--- src/rtl/jtag_cmd_bridge_if.sv ---
// Byte-stream and memory-port signals of the JTAG command bridge.
// The slave modport is the bridge; the master modport is the JTAG host plus memory side.
interface jtag_cmd_bridge_if #(
  parameter int unsigned ADDR_BYTES = 2
);
  logic                    wr_valid;
  logic [7:0]              wr_data;
  logic                    rd_valid;
  logic [7:0]              rd_data;
  logic                    rd_ack;
  logic                    mem_req;
  logic                    mem_we;
  logic [8*ADDR_BYTES-1:0] mem_addr;
  logic [31:0]             mem_wdata;
  logic                    mem_ready;
  logic [31:0]             mem_rdata;

  modport master (
    output wr_valid, wr_data, rd_ack, mem_ready, mem_rdata,
    input  rd_valid, rd_data, mem_req, mem_we, mem_addr, mem_wdata
  );

  modport slave (
    input  wr_valid, wr_data, rd_ack, mem_ready, mem_rdata,
    output rd_valid, rd_data, mem_req, mem_we, mem_addr, mem_wdata
  );
endinterface

--- src/rtl/jtag_cmd_bridge.sv ---
// Decodes JTAG command bytes into memory reads/writes, LED loads and status queries,
// and streams read responses back to the host one byte per ack.
module jtag_cmd_bridge #(
  parameter int unsigned ADDR_BYTES = 2
) (
  input  logic                    clk,
  input  logic                    reset,
  jtag_cmd_bridge_if.slave        bus,
  output logic [7:0]              leds,
  output logic                    err
);
  localparam int unsigned AW = 8 * ADDR_BYTES;

  typedef enum logic [2:0] {StIdle, StAddr, StWdata, StLedb, StMem, StSend} state_e;

  state_e          state_q;
  logic [2:0]      cnt_q;
  logic            is_write_q;
  logic            is_status_q;
  logic [31:0]     rsp_q;
  logic            rd_valid_q;
  logic [7:0]      rd_data_q;
  logic            mem_req_q;
  logic            mem_we_q;
  logic [AW-1:0]   mem_addr_q;
  logic [31:0]     mem_wdata_q;
  logic [7:0]      leds_q;
  logic            err_q;

  logic last_addr;
  logic last_send;

  assign last_addr = (cnt_q == 3'(ADDR_BYTES - 1));
  assign last_send = is_status_q || (cnt_q == 3'd3);

  always_ff @(posedge clk or negedge reset) begin
    if (!reset) begin
      state_q     <= StIdle;
      cnt_q       <= '0;
      is_write_q  <= 1'b0;
      is_status_q <= 1'b0;
      rsp_q       <= '0;
      rd_valid_q  <= 1'b0;
      rd_data_q   <= '0;
      mem_req_q   <= 1'b0;
      mem_we_q    <= 1'b0;
      mem_addr_q  <= '0;
      mem_wdata_q <= '0;
      leds_q      <= '0;
      err_q       <= 1'b0;
    end else begin
      case (state_q)
        StIdle: begin
          if (bus.wr_valid) begin
            cnt_q <= '0;
            case (bus.wr_data)
              8'h01, 8'h02: begin
                is_write_q <= (bus.wr_data == 8'h01);
                state_q    <= StAddr;
              end
              8'h03: state_q <= StLedb;
              8'h04: begin
                is_status_q <= 1'b1;
                rd_valid_q  <= 1'b1;
                rd_data_q   <= {7'b0, err_q};
                state_q     <= StSend;
              end
              default: err_q <= 1'b1;
            endcase
          end
        end
        StAddr: begin
          if (bus.wr_valid) begin
            mem_addr_q <= AW'({mem_addr_q, bus.wr_data});
            cnt_q      <= cnt_q + 3'd1;
            if (last_addr) begin
              cnt_q <= '0;
              if (is_write_q) begin
                state_q <= StWdata;
              end else begin
                mem_req_q <= 1'b1;
                mem_we_q  <= 1'b0;
                state_q   <= StMem;
              end
            end
          end
        end
        StWdata: begin
          if (bus.wr_valid) begin
            mem_wdata_q <= {mem_wdata_q[23:0], bus.wr_data};
            cnt_q       <= cnt_q + 3'd1;
            if (cnt_q == 3'd3) begin
              cnt_q     <= '0;
              mem_req_q <= 1'b1;
              mem_we_q  <= 1'b1;
              state_q   <= StMem;
            end
          end
        end
        StLedb: begin
          if (bus.wr_valid) begin
            leds_q  <= bus.wr_data;
            state_q <= StIdle;
          end
        end
        StMem: begin
          if (bus.wr_valid) err_q <= 1'b1;
          if (bus.mem_ready) begin
            mem_req_q <= 1'b0;
            cnt_q     <= '0;
            if (mem_we_q) begin
              state_q <= StIdle;
            end else begin
              is_status_q <= 1'b0;
              rsp_q       <= bus.mem_rdata;
              rd_valid_q  <= 1'b1;
              rd_data_q   <= bus.mem_rdata[31:24];
              state_q     <= StSend;
            end
          end
        end
        StSend: begin
          if (bus.rd_ack) begin
            if (last_send) begin
              rd_valid_q  <= 1'b0;
              is_status_q <= 1'b0;
              state_q     <= StIdle;
              if (is_status_q) err_q <= 1'b0;
            end else begin
              // rsp_q[31:24] is already on rd_data; the next byte sits just below it
              rd_data_q <= rsp_q[23:16];
              rsp_q     <= {rsp_q[23:0], 8'h00};
              cnt_q     <= cnt_q + 3'd1;
            end
          end
          // An overrun in the same cycle as the status ack still leaves err set
          if (bus.wr_valid) err_q <= 1'b1;
        end
        default: state_q <= StIdle;
      endcase
    end
  end

  assign bus.rd_valid  = rd_valid_q;
  assign bus.rd_data   = rd_data_q;
  assign bus.mem_req   = mem_req_q;
  assign bus.mem_we    = mem_we_q;
  assign bus.mem_addr  = mem_addr_q;
  assign bus.mem_wdata = mem_wdata_q;
  assign leds          = leds_q;
  assign err           = err_q;
endmodule

--- src/flat_wrapper.sv ---
// flat-port wrapper written by rule: the top's interface ports become plain ports
module jtag_cmd_bridge_flat 
#(
  parameter int unsigned ADDR_BYTES = 2
)
  (clk, reset, leds, err, bus_wr_valid, bus_wr_data, bus_rd_ack, bus_mem_ready, bus_mem_rdata, bus_rd_valid, bus_rd_data, bus_mem_req, bus_mem_we, bus_mem_addr, bus_mem_wdata);
  jtag_cmd_bridge_if #(.ADDR_BYTES(ADDR_BYTES)) bus_i ();
  input  logic clk;
  input  logic reset;
  output logic [7:0] leds;
  output logic err;
  input wire logic [$bits(bus_i.wr_valid)-1:0] bus_wr_valid;
  input wire logic [$bits(bus_i.wr_data)-1:0] bus_wr_data;
  input wire logic [$bits(bus_i.rd_ack)-1:0] bus_rd_ack;
  input wire logic [$bits(bus_i.mem_ready)-1:0] bus_mem_ready;
  input wire logic [$bits(bus_i.mem_rdata)-1:0] bus_mem_rdata;
  output wire logic [$bits(bus_i.rd_valid)-1:0] bus_rd_valid;
  output wire logic [$bits(bus_i.rd_data)-1:0] bus_rd_data;
  output wire logic [$bits(bus_i.mem_req)-1:0] bus_mem_req;
  output wire logic [$bits(bus_i.mem_we)-1:0] bus_mem_we;
  output wire logic [$bits(bus_i.mem_addr)-1:0] bus_mem_addr;
  output wire logic [$bits(bus_i.mem_wdata)-1:0] bus_mem_wdata;
  assign bus_i.wr_valid = bus_wr_valid;
  assign bus_i.wr_data = bus_wr_data;
  assign bus_i.rd_ack = bus_rd_ack;
  assign bus_i.mem_ready = bus_mem_ready;
  assign bus_i.mem_rdata = bus_mem_rdata;
  assign bus_rd_valid = bus_i.rd_valid;
  assign bus_rd_data = bus_i.rd_data;
  assign bus_mem_req = bus_i.mem_req;
  assign bus_mem_we = bus_i.mem_we;
  assign bus_mem_addr = bus_i.mem_addr;
  assign bus_mem_wdata = bus_i.mem_wdata;
  jtag_cmd_bridge #(.ADDR_BYTES(ADDR_BYTES)) u_core (.clk(clk), .reset(reset), .bus(bus_i), .leds(leds), .err(err));
endmodule
--- config.mk ---
export PLATFORM = sky130hd
export DESIGN_NAME = jtag_cmd_bridge_flat
export DESIGN_NICKNAME = d
export VERILOG_FILES = /design/src/rtl/jtag_cmd_bridge_if.sv /design/src/rtl/jtag_cmd_bridge.sv /design/src/flat_wrapper.sv
export SDC_FILE = /design/constraint.sdc
export NUM_CORES = 1
export LEC_CHECK = 0
export BUFFER_PORTS_ARGS = -buffer_cell sky130_fd_sc_hd__buf_4
export CAP_MARGIN = 15
export CORE_MARGIN = 2
export CORE_UTILIZATION = 40
export DETAILED_ROUTE_END_ITERATION = 6
export GPL_ROUTABILITY_DRIVEN = 0
export PLACE_DENSITY_LB_ADDON = 0.05
export SYNTH_ARGS = -nofsm -noshare
export SYNTH_HDL_FRONTEND = slang
export SYNTH_SLANG_ARGS = --single-unit
--- constraint.sdc ---
create_clock -name clk -period 4 [get_ports clk]
set_input_delay 0 -clock clk [delete_from_list [all_inputs] [get_ports clk]]
set_output_delay 0 -clock clk [all_outputs]
set_load 0.005 [all_outputs]
# Word-level counts from Yosys, hierarchy flattened
# Index checks and enable logic that the tools add are counted.
# Widths: inputs -> output; s select.
# classes
n_reduce_logical	21
addsub	1
n_mux	62
eq_ne	30
# ops
cell	n
$mux 24	4
$mux 3	18
$mux 8	6
$pmux 24 s2	1
$reduce_and 7->1	5
$mux 1	24
$ne 2x2->1 const B	12
$pmux 8 s3	1
$pmux 3 s6	1
$eq 8x2->1 const B	2
$pmux 3 s5	1
$pmux 1 s3	4
$reduce_and 10->1	1
$eq 3x2->1 const B	3
$pmux 3 s3	1
$eq 8x1->1 const B	1
$eq 8x3->1 const B	1
$eq 3x1->1 const B	2
$eq 3x3->1 const B	2
$ne 2x1->1 const B	3
$ne 3x2->1 const B	2
$reduce_and 2->1	3
$reduce_and 6->1	1
$reduce_bool 3->1	2
other kinds (12)	13
# totals
regBits	100
input_bits	45
out_inout_bits	68
word_cells	127

# Longest topological paths before layout
# Gate-level depths: netlist of the first run.
# logic_depth
depth_word	6
ltp_mapped	8
ltp_nobuf	7

# Worst setup path after synthesis of the first run
# Ideal clock, no wire load.
# synth_path
path_kind	flip-flop to flip-flop
start	register u_core.cnt_q[0]
end	register u_core.cnt_q[0]
synth_period_minus_slack_ns	1.934
stages_incl_launch_ff	8
required_ns	3.872
path_buffers	0
t_arrival_ns	1.807
setup_slack_ns	2.066
setup_ns	0.128
cell_sequence	dfrtp_1 > ha_1 > ha_1 > nor2_1 > nor2_1 > o21ai_0 > nand3_1 > mux2_1
# synth_between
elab_chain_len	4
word_cells_on_any_way	13
# synth_rtl
element	line	text
from (decl)	jtag_cmd_bridge.sv:17	logic [2:0] cnt_q;
from (signal assigned)	jtag_cmd_bridge.sv:75	cnt_q <= cnt_q + 3'd1;
from (signal assigned)	jtag_cmd_bridge.sv:91	cnt_q <= cnt_q + 3'd1;
from (signal assigned)	jtag_cmd_bridge.sv:133	cnt_q <= cnt_q + 3'd1;
$add 3x1->3, or another cell as far along	jtag_cmd_bridge.sv:75, jtag_cmd_bridge.sv:91, jtag_cmd_bridge.sv:133	
$mux 3, or another cell as far along	jtag_cmd_bridge.sv:124	if (last_send) begin
$mux 3, or another cell as far along	jtag_cmd_bridge.sv:123	if (bus.rd_ack) begin
$pmux 3 s5 / $reduce_and 7->1 (equally long branches)	--	
# Several ways; a longest one is shown, not always the timed one. The select of a mux whose other input is x is not followed.
# A chain may end at the register's enable or synchronous reset.

# Worst setup path in the final report of the first run
# layout_path
start	register u_core.cnt_q[0]
end	register u_core.rsp_q[9]
# layout_between
elab_chain_len	4
# layout_rtl
element	line	text
$eq 3x2->1	jtag_cmd_bridge.sv:34	assign last_send = is_status_q || (cnt_q == 3'd3);
$logic_or 1x1->1	jtag_cmd_bridge.sv:34	
$ne 2x2->1 (no source line)	--	
$reduce_and 5->1 (no source line)	--	
to (signal assigned)	jtag_cmd_bridge.sv:115	rsp_q <= bus.mem_rdata;
to (signal assigned)	jtag_cmd_bridge.sv:132	rsp_q <= {rsp_q[23:0], 8'h00};
to (decl)	jtag_cmd_bridge.sv:20	logic [31:0] rsp_q;
# Every way passes these cells.

==> flow_metrics.py, run 1 <==
metrics = {
    "global_routing": {
        "grt_pass1_vias": 3345,
        "grt_start_max_net_pins": 73,
        "grt_usage": 0.181,
        "grt.busiest_layer": "met2",
        "grt.met3_usage": 0.0359,
        "antenna_found_initial": 0,
        "use_met1": 0.256,
        "grt_pass1_wl_um": 16900,
        "met2_usage": 0.284,
        "overflow": 0,
    },
    "synth": {
        "postSynthAreaPerCell_um2": 11.5,
        "synthCells": 393,
        "synth_cell_types": 44,
        "synthFlopType": "dfrtp_1",
        "synth_edf_count": 0,
        "yosysWarningCount": 0,
        "syn_nets": 442,
        "synthArstFlopShare": 1.00,
        "synth_area_um2": 4520,
        "seq_area_frac_synth": 0.554,
        "synth_seq_cells": 100,
    },
    "floorplan": {
        "fp.dieW_um": 110,
        "core_um2": 10900,
        "initial_utilization": 0.413,
        "ios": 113,
        "dieHeight_um": 110,
        "num_rows": 38,
        "die_area_um2": 12200,
    },
    "timing": {
        "setup_viol": 0,
        "rsz0062_at_grt": "no",
        "timing.final.crit_share": 0.599,
        "tightest_slew_ns": 1.04,
        "tns_ns": 0,
        "hold_viol": 0,
        "drv_slew": 0,
        "max_freq_mhz": 417,
        "period_minus_slack_ns": 2.40,
        "maxSlewHeadroom": 0.306,
        "clock_skew_ns": 0.0141,
    },
    "cts": {
        "htree_levels": 3,
        "root_buffer": "clkbuf_16",
        "clock_sinks": 100,
        "cts.reportedPaths.clkPinSlew_ns": 0.07,
        "cts_tree": "yes",
        "postCtsSetupBuffers": 0,
        "insertion_delay_ns": 0.34,
        "cts_buffers": 9,
        "clockBufferDepth": 2,
    },
    "finish": {
        "num-nets-final": 583,
        "final_common_cell": "buf_4",
        "drive_gt1_frac": 0.367,
        "most-common-layout-cells": "buf_4 (116), dfrtp_1 (100), nand2_1 (50)",
        "antenna_cells": 0,
        "area_growth_pct": 35.7,
    },
    "power": {
        "power.total_mw": 4.70,
        "p_leak_nw": 2.88,
        "vdd_drop_max_mv": 0.327,
        "powerDensity_nw_per_um2": 767,
    },
    "drt": {
        "wirelength_um": 10800,
        "antenna_left": 0,
        "first_pass_iters": 4,
        "vias": 3439,
        "wire_per_inst_um": 15.9,
        "drt-vias-per-instance": 5.06,
        "dr.first_iter.drc_count": 150,
        "drc": 0,
    },
    "placement": {
        "io_buffers": 112,
        "place.detailed.hpwl_um": 7240,
    },
    "setup_path": {
        "worstPathMaxFanout": 40,
        "critical_path_class": "reg -> reg",
        "start_kind": "flop",
        "critPathRequiredTime_ns": 4.25,
        "end_kind": "flop",
        "crit_arrival_ns": 2.65,
    },
    "min_path": {
        "hp-class": "in -> reg",
    },
    "flow_run": {
        "max_cap_viol_count": 0,
    },
    "status": {
        "status": "complete, no violations",
    },
}
[final cells by class]
class / count / area, um^2
inverters: 8 / 30.0
clock buffers: 10 / 229
flip-flops and latches: 100 / 2500
repair buffers: 150 / 1210
multi-input cells: 265 / 1900
fillers: 971 / 4810
clock inverters: 6 / 81.3
well taps: 140 / 175
[worst paths after layout]
kind | startpoint | to | slack [ns] | cells after the start
max | u_core.cnt_q[0]$_DFFE_PN0P_ | u_core.rsp_q[9]$_DFFE_PN0P_ | 1.60 | 8
min | bus_mem_rdata[28] | u_core.bus.rd_data[4]$_DFFE_PN0P_ | 0.006 | 3
max reg2reg | u_core.cnt_q[0]$_DFFE_PN0P_ | u_core.rsp_q[9]$_DFFE_PN0P_ | 1.60 | 8
min reg2reg | u_core.bus.mem_wdata[25]$_DFFE_PN0P_ | u_core.bus.mem_wdata[25]$_DFFE_PN0P_ | 0.49 | 1
max in group asynchronous | reset | u_core.bus.mem_wdata[24]$_DFFE_PN0P_ | 2.70 | 3
min in group asynchronous | reset | u_core.bus.rd_data[6]$_DFFE_PN0P_ | 0.31 | 2
[logic make-up (layout without fill, tap and decap cells)]
group,Yosys count,in the layout,synth area share
compound gates,72,72,0.104
mux,67,67,0.173
flops,100,100,0.554
buf+inv,28,174,0.0280
fa+ha+maj,4,4,0.0111
xor+xnor,1,1,0.00194
simple gates,121,121,0.128
[routing by layer]
metal	wire, um	up-vias
met5	0	-
met4	83	0
met3	541	11
met2	4920	91
met1	5230	1669
li1	-	1668
[where the power goes]
group	internal, mW	switching [mW]	leakage, nW	total, mW
clock network	0.498	0.406	0.150	0.904
logic	1.08	0.903	1.50	1.98
registers	1.46	0.353	1.22	1.82
[through the flow]
step                hold WS [ns]  setup WS [ns]  std cells  area [um^2]   util
floorplan                 -0.296           2.07        393         4520      -
global placement           0.195           1.70        629         5480  0.501
detailed placement         0.200           1.67        629         5480  0.501
CTS                     0.000766           1.62        679         6130  0.560
global route             0.00577           1.36        679         6130  0.560
finish                   0.00615           1.60        679         6130  0.560
[what timing repair did]
action,4_1_cts,5_1_grt
endpoints found under the hold margin,120,0
hold buffers,34,0
gates resized for setup,0,0
[synth_stat cells, types with 3 or more instances]
cell | count | area share
dfrtp_1 | 100 | 0.55
nand2_1 | 50 | 0.042
mux2_2 | 48 | 0.12
nor2_1 | 38 | 0.032
a31oi_1 | 24 | 0.033
buf_2 | 14 | 0.016
o21ai_0 | 14 | 0.016
a21oi_1 | 11 | 0.012
nand3_1 | 11 | 0.012
inv_1 | 8 | 0.0067
mux2_1 | 8 | 0.020
mux2_4 | 8 | 0.027
a22o_1 | 7 | 0.014
nand2b_1 | 7 | 0.0097
clkbuf_1 | 5 | 0.0042
ha_1 | 4 | 0.011
mux2i_1 | 3 | 0.0067
nor2b_1 | 3 | 0.0042
[worst max-delay path, stage by stage, from the launching register on]
cell and delay (ns):
dfrtp_1 0.41, ha_1 0.23, ha_1 0.27, nor3b_1 0.32
o21ai_1 0.31, nor2_2 0.15, buf_4 0.37, nor2_1 0.08
a31oi_1 0.15
[sequential cells by signal, summed over array words and instances (netlist names)]
name                  count
u_core.bus.mem_addr      16
u_core.bus.mem_wdata     32
u_core.bus.mem_req        1
u_core.err                1
u_core.is_write_q         1
u_core.bus.rd_valid       1
u_core.state_q            3
u_core.bus.mem_we         1
u_core.rsp_q             24
u_core.is_status_q        1
u_core.bus.rd_data        8
u_core.cnt_q              3
u_core.leds               8
(Power assumes the default switching activity.)
==> inputs of run 2 (changes only) <==
Clock period 4 ns to 2.1 ns, I/O delays scaled along.
==> run 2 against run 1 <==
Effect of this change:
- via count up 0.41%
- non-clock buffer count up 15
- global-route usage up 0.68 points
- critical path depth down 2
- largest cell class unchanged
- highest routed layer unchanged
==> flow_metrics.py, run 2 (synthesis gave the netlist of run 1 again) <==
metrics = {
    "setup_path": {
        "r2r-start": "u_core.state_q[0]$_DFFE_PN0P_",
        "crit_family": "flip-flops",
        "r2r-end": "u_core.bus.rd_data[7]$_DFFE_PN0P_",
        "ff2ff_setup_slack_ns": 0.10,
        "crit_start": "u_core.state_q[0]$_DFFE_PN0P_",
        "end_kind": "flop",
        "crit_buf_inv": 1,
        "worstPathMaxFanout": 11,
        "critical_path_class": "reg -> reg",
        "cp_slowest_stage_delay_ns": 0.53,
        "rr_worst_depth": 6,
        "critPathRequiredTime_ns": 2.32,
        "critPathSlowestCell": "dfrtp_1",
        "crit_chain": "buf_4, nand2b_1, a2bb2oi_1, nor4_4, o21ai_4, mux2_4",
        "start_kind": "flop",
        "crit_arrival_ns": 2.22,
    },
    "timing": {
        "timing.final.crit_share": 0.951,
        "timing.hold.ws_ns": 0.00636,
        "maxSlewHeadroom": 0.574,
        "tns_ns": 0,
        "rsz0062_at_grt": "no",
        "clock_skew_ns": 0.00659,
        "max_freq_mhz": 501,
        "period_minus_slack_ns": 2.00,
        "setup_viol": 0,
        "setup_ws_ns": 0.103,
        "hold_viol": 0,
        "drv_slew": 0,
        "tightest_slew_ns": 0.638,
    },
    "flow_run": {
        "max_cap_viol_count": 0,
    },
    "power": {
        "powerDensity_nw_per_um2": 1450,
        "switching_power_mw": 3.19,
        "p_leak_nw": 2.95,
        "p_int_mw": 5.91,
        "sw_frac_of_total": 0.351,
        "seq_power_share": 0.373,
        "pwr-share-clk": 0.172,
        "combinationalPowerShare": 0.456,
        "vdd_drop_max_mv": 0.604,
    },
    "finish": {
        "drive_gt1_frac": 0.383,
        "largest_reg_flops": 32,
        "area_growth_pct": 38.7,
        "n_fill_cell": 951,
        "num-nets-final": 598,
        "layoutNonFillerInstCount": 693,
        "utilization": 0.573,
        "final_common_cell": "buf_4",
        "antenna_cells": 0,
        "most-common-layout-cells": "buf_4 (126), dfrtp_1 (100), nand2_1 (50)",
    },
    "status": {
        "status": "complete, no violations",
    },
    "min_path": {
        "hold_depth": 3,
        "hp-class": "in -> reg",
        "hold-path-endpoint": "u_core.bus.rd_data[3]$_DFFE_PN0P_",
        "hp-start": "bus_mem_rdata[27]",
    },
    "cts": {
        "postCtsSetupBuffers": 0,
        "root_buffer": "clkbuf_16",
        "cts_tree": "yes",
        "htree_levels": 3,
        "clockBufferDepth": 2,
        "clock_sinks": 100,
        "cts.reportedPaths.clkPinSlew_ns": 0.07,
        "cts_buffers": 9,
        "insertion_delay_ns": 0.34,
    },
    "floorplan": {
        "fp.dieW_um": 110,
        "die_area_um2": 12200,
        "initial_utilization": 0.413,
        "core_um2": 10900,
        "dieHeight_um": 110,
        "ios": 113,
        "num_rows": 38,
    },
    "drt": {
        "drc": 0,
        "antenna_left": 0,
        "first_pass_iters": 4,
        "dr.first_iter.drc_count": 173,
        "drt-vias-per-instance": 4.98,
        "wirelength_um": 11200,
        "wire_per_inst_um": 16.2,
        "vias": 3453,
    },
    "global_routing": {
        "grt_usage": 0.188,
        "overflow": 0,
        "grt_pass1_vias": 3413,
        "grt_pass1_wl_um": 17500,
        "grt_start_max_net_pins": 53,
        "antenna_found_initial": 0,
    },
    "placement": {
        "numPlacedInstances": 643,
        "io_buffers": 112,
        "dp_slack_ns": 0.123,
        "place.detailed.hpwl_um": 7620,
    },
}
[run 2: area by class of cell]
cell class                      instances  area, um^2  area share
Sequential cell                       100        2500       0.399
Multi-Input combinational cell        265        1900       0.304
Timing Repair Buffer                  165        1380       0.220
Clock buffer                           11         243      0.0387
Tap cell                              140         175      0.0280
Clock inverter                          4        33.8     0.00539
Inverter                                8        30.0     0.00479
[run 2: per-layer routing]
metal  vias up  GRT usage  share of wire
met1      1650      0.259           0.46
li1       1702          -              -
met3        11     0.0558          0.060
met5         -          0              0
met4         0     0.0446         0.0088
met2        90      0.293           0.47
[run 2: worst max-delay path by stage]
stage	depth (start not counted)	end	slack, ns
after global routing	6	u_core.bus.rd_data[7]$_DFFE_PN0P_	0.0005
after detailed placement	6	u_core.bus.rd_data[2]$_DFFE_PN0P_	0.12
final	6	u_core.bus.rd_data[7]$_DFFE_PN0P_	0.10
after global placement	6	u_core.bus.rd_data[7]$_DFFE_PN0P_	0.18
after floorplan	7	u_core.cnt_q[0]$_DFFE_PN0P_	0.17
after CTS	8	u_core.rsp_q[16]$_DFFE_PN0P_	0.11
[run 2: power by group through the flow]
stage	clock network, mW	logic [mW]	registers (mW)
after floorplan	0	2.41	3.29
after global placement	0	4.05	3.38
after detailed placement	0	4.13	3.42
after CTS	1.61	4.19	3.39
after global routing	1.69	4.58	3.52
final	1.56	4.15	3.39
[run 2: stage by stage]
stage	power (mW)	area (um^2)
after floorplan	5.71	4520
after global placement	7.43	5630
after detailed placement	7.55	5630
after CTS	9.20	6260
after global routing	9.79	6260
final	9.10	6260
[run 2: what timing repair did]
action                                  CTS  global route
endpoints found under the setup margin    0            15
hold buffers                             35             0
resized for setup                         0             1
endpoints found under the hold margin    98             0
[run 2: tightest hold or removal path, stage by stage]
cell,delay [ns]
buf_4,0.08
a22o_1,0.11
mux2_4,0.13
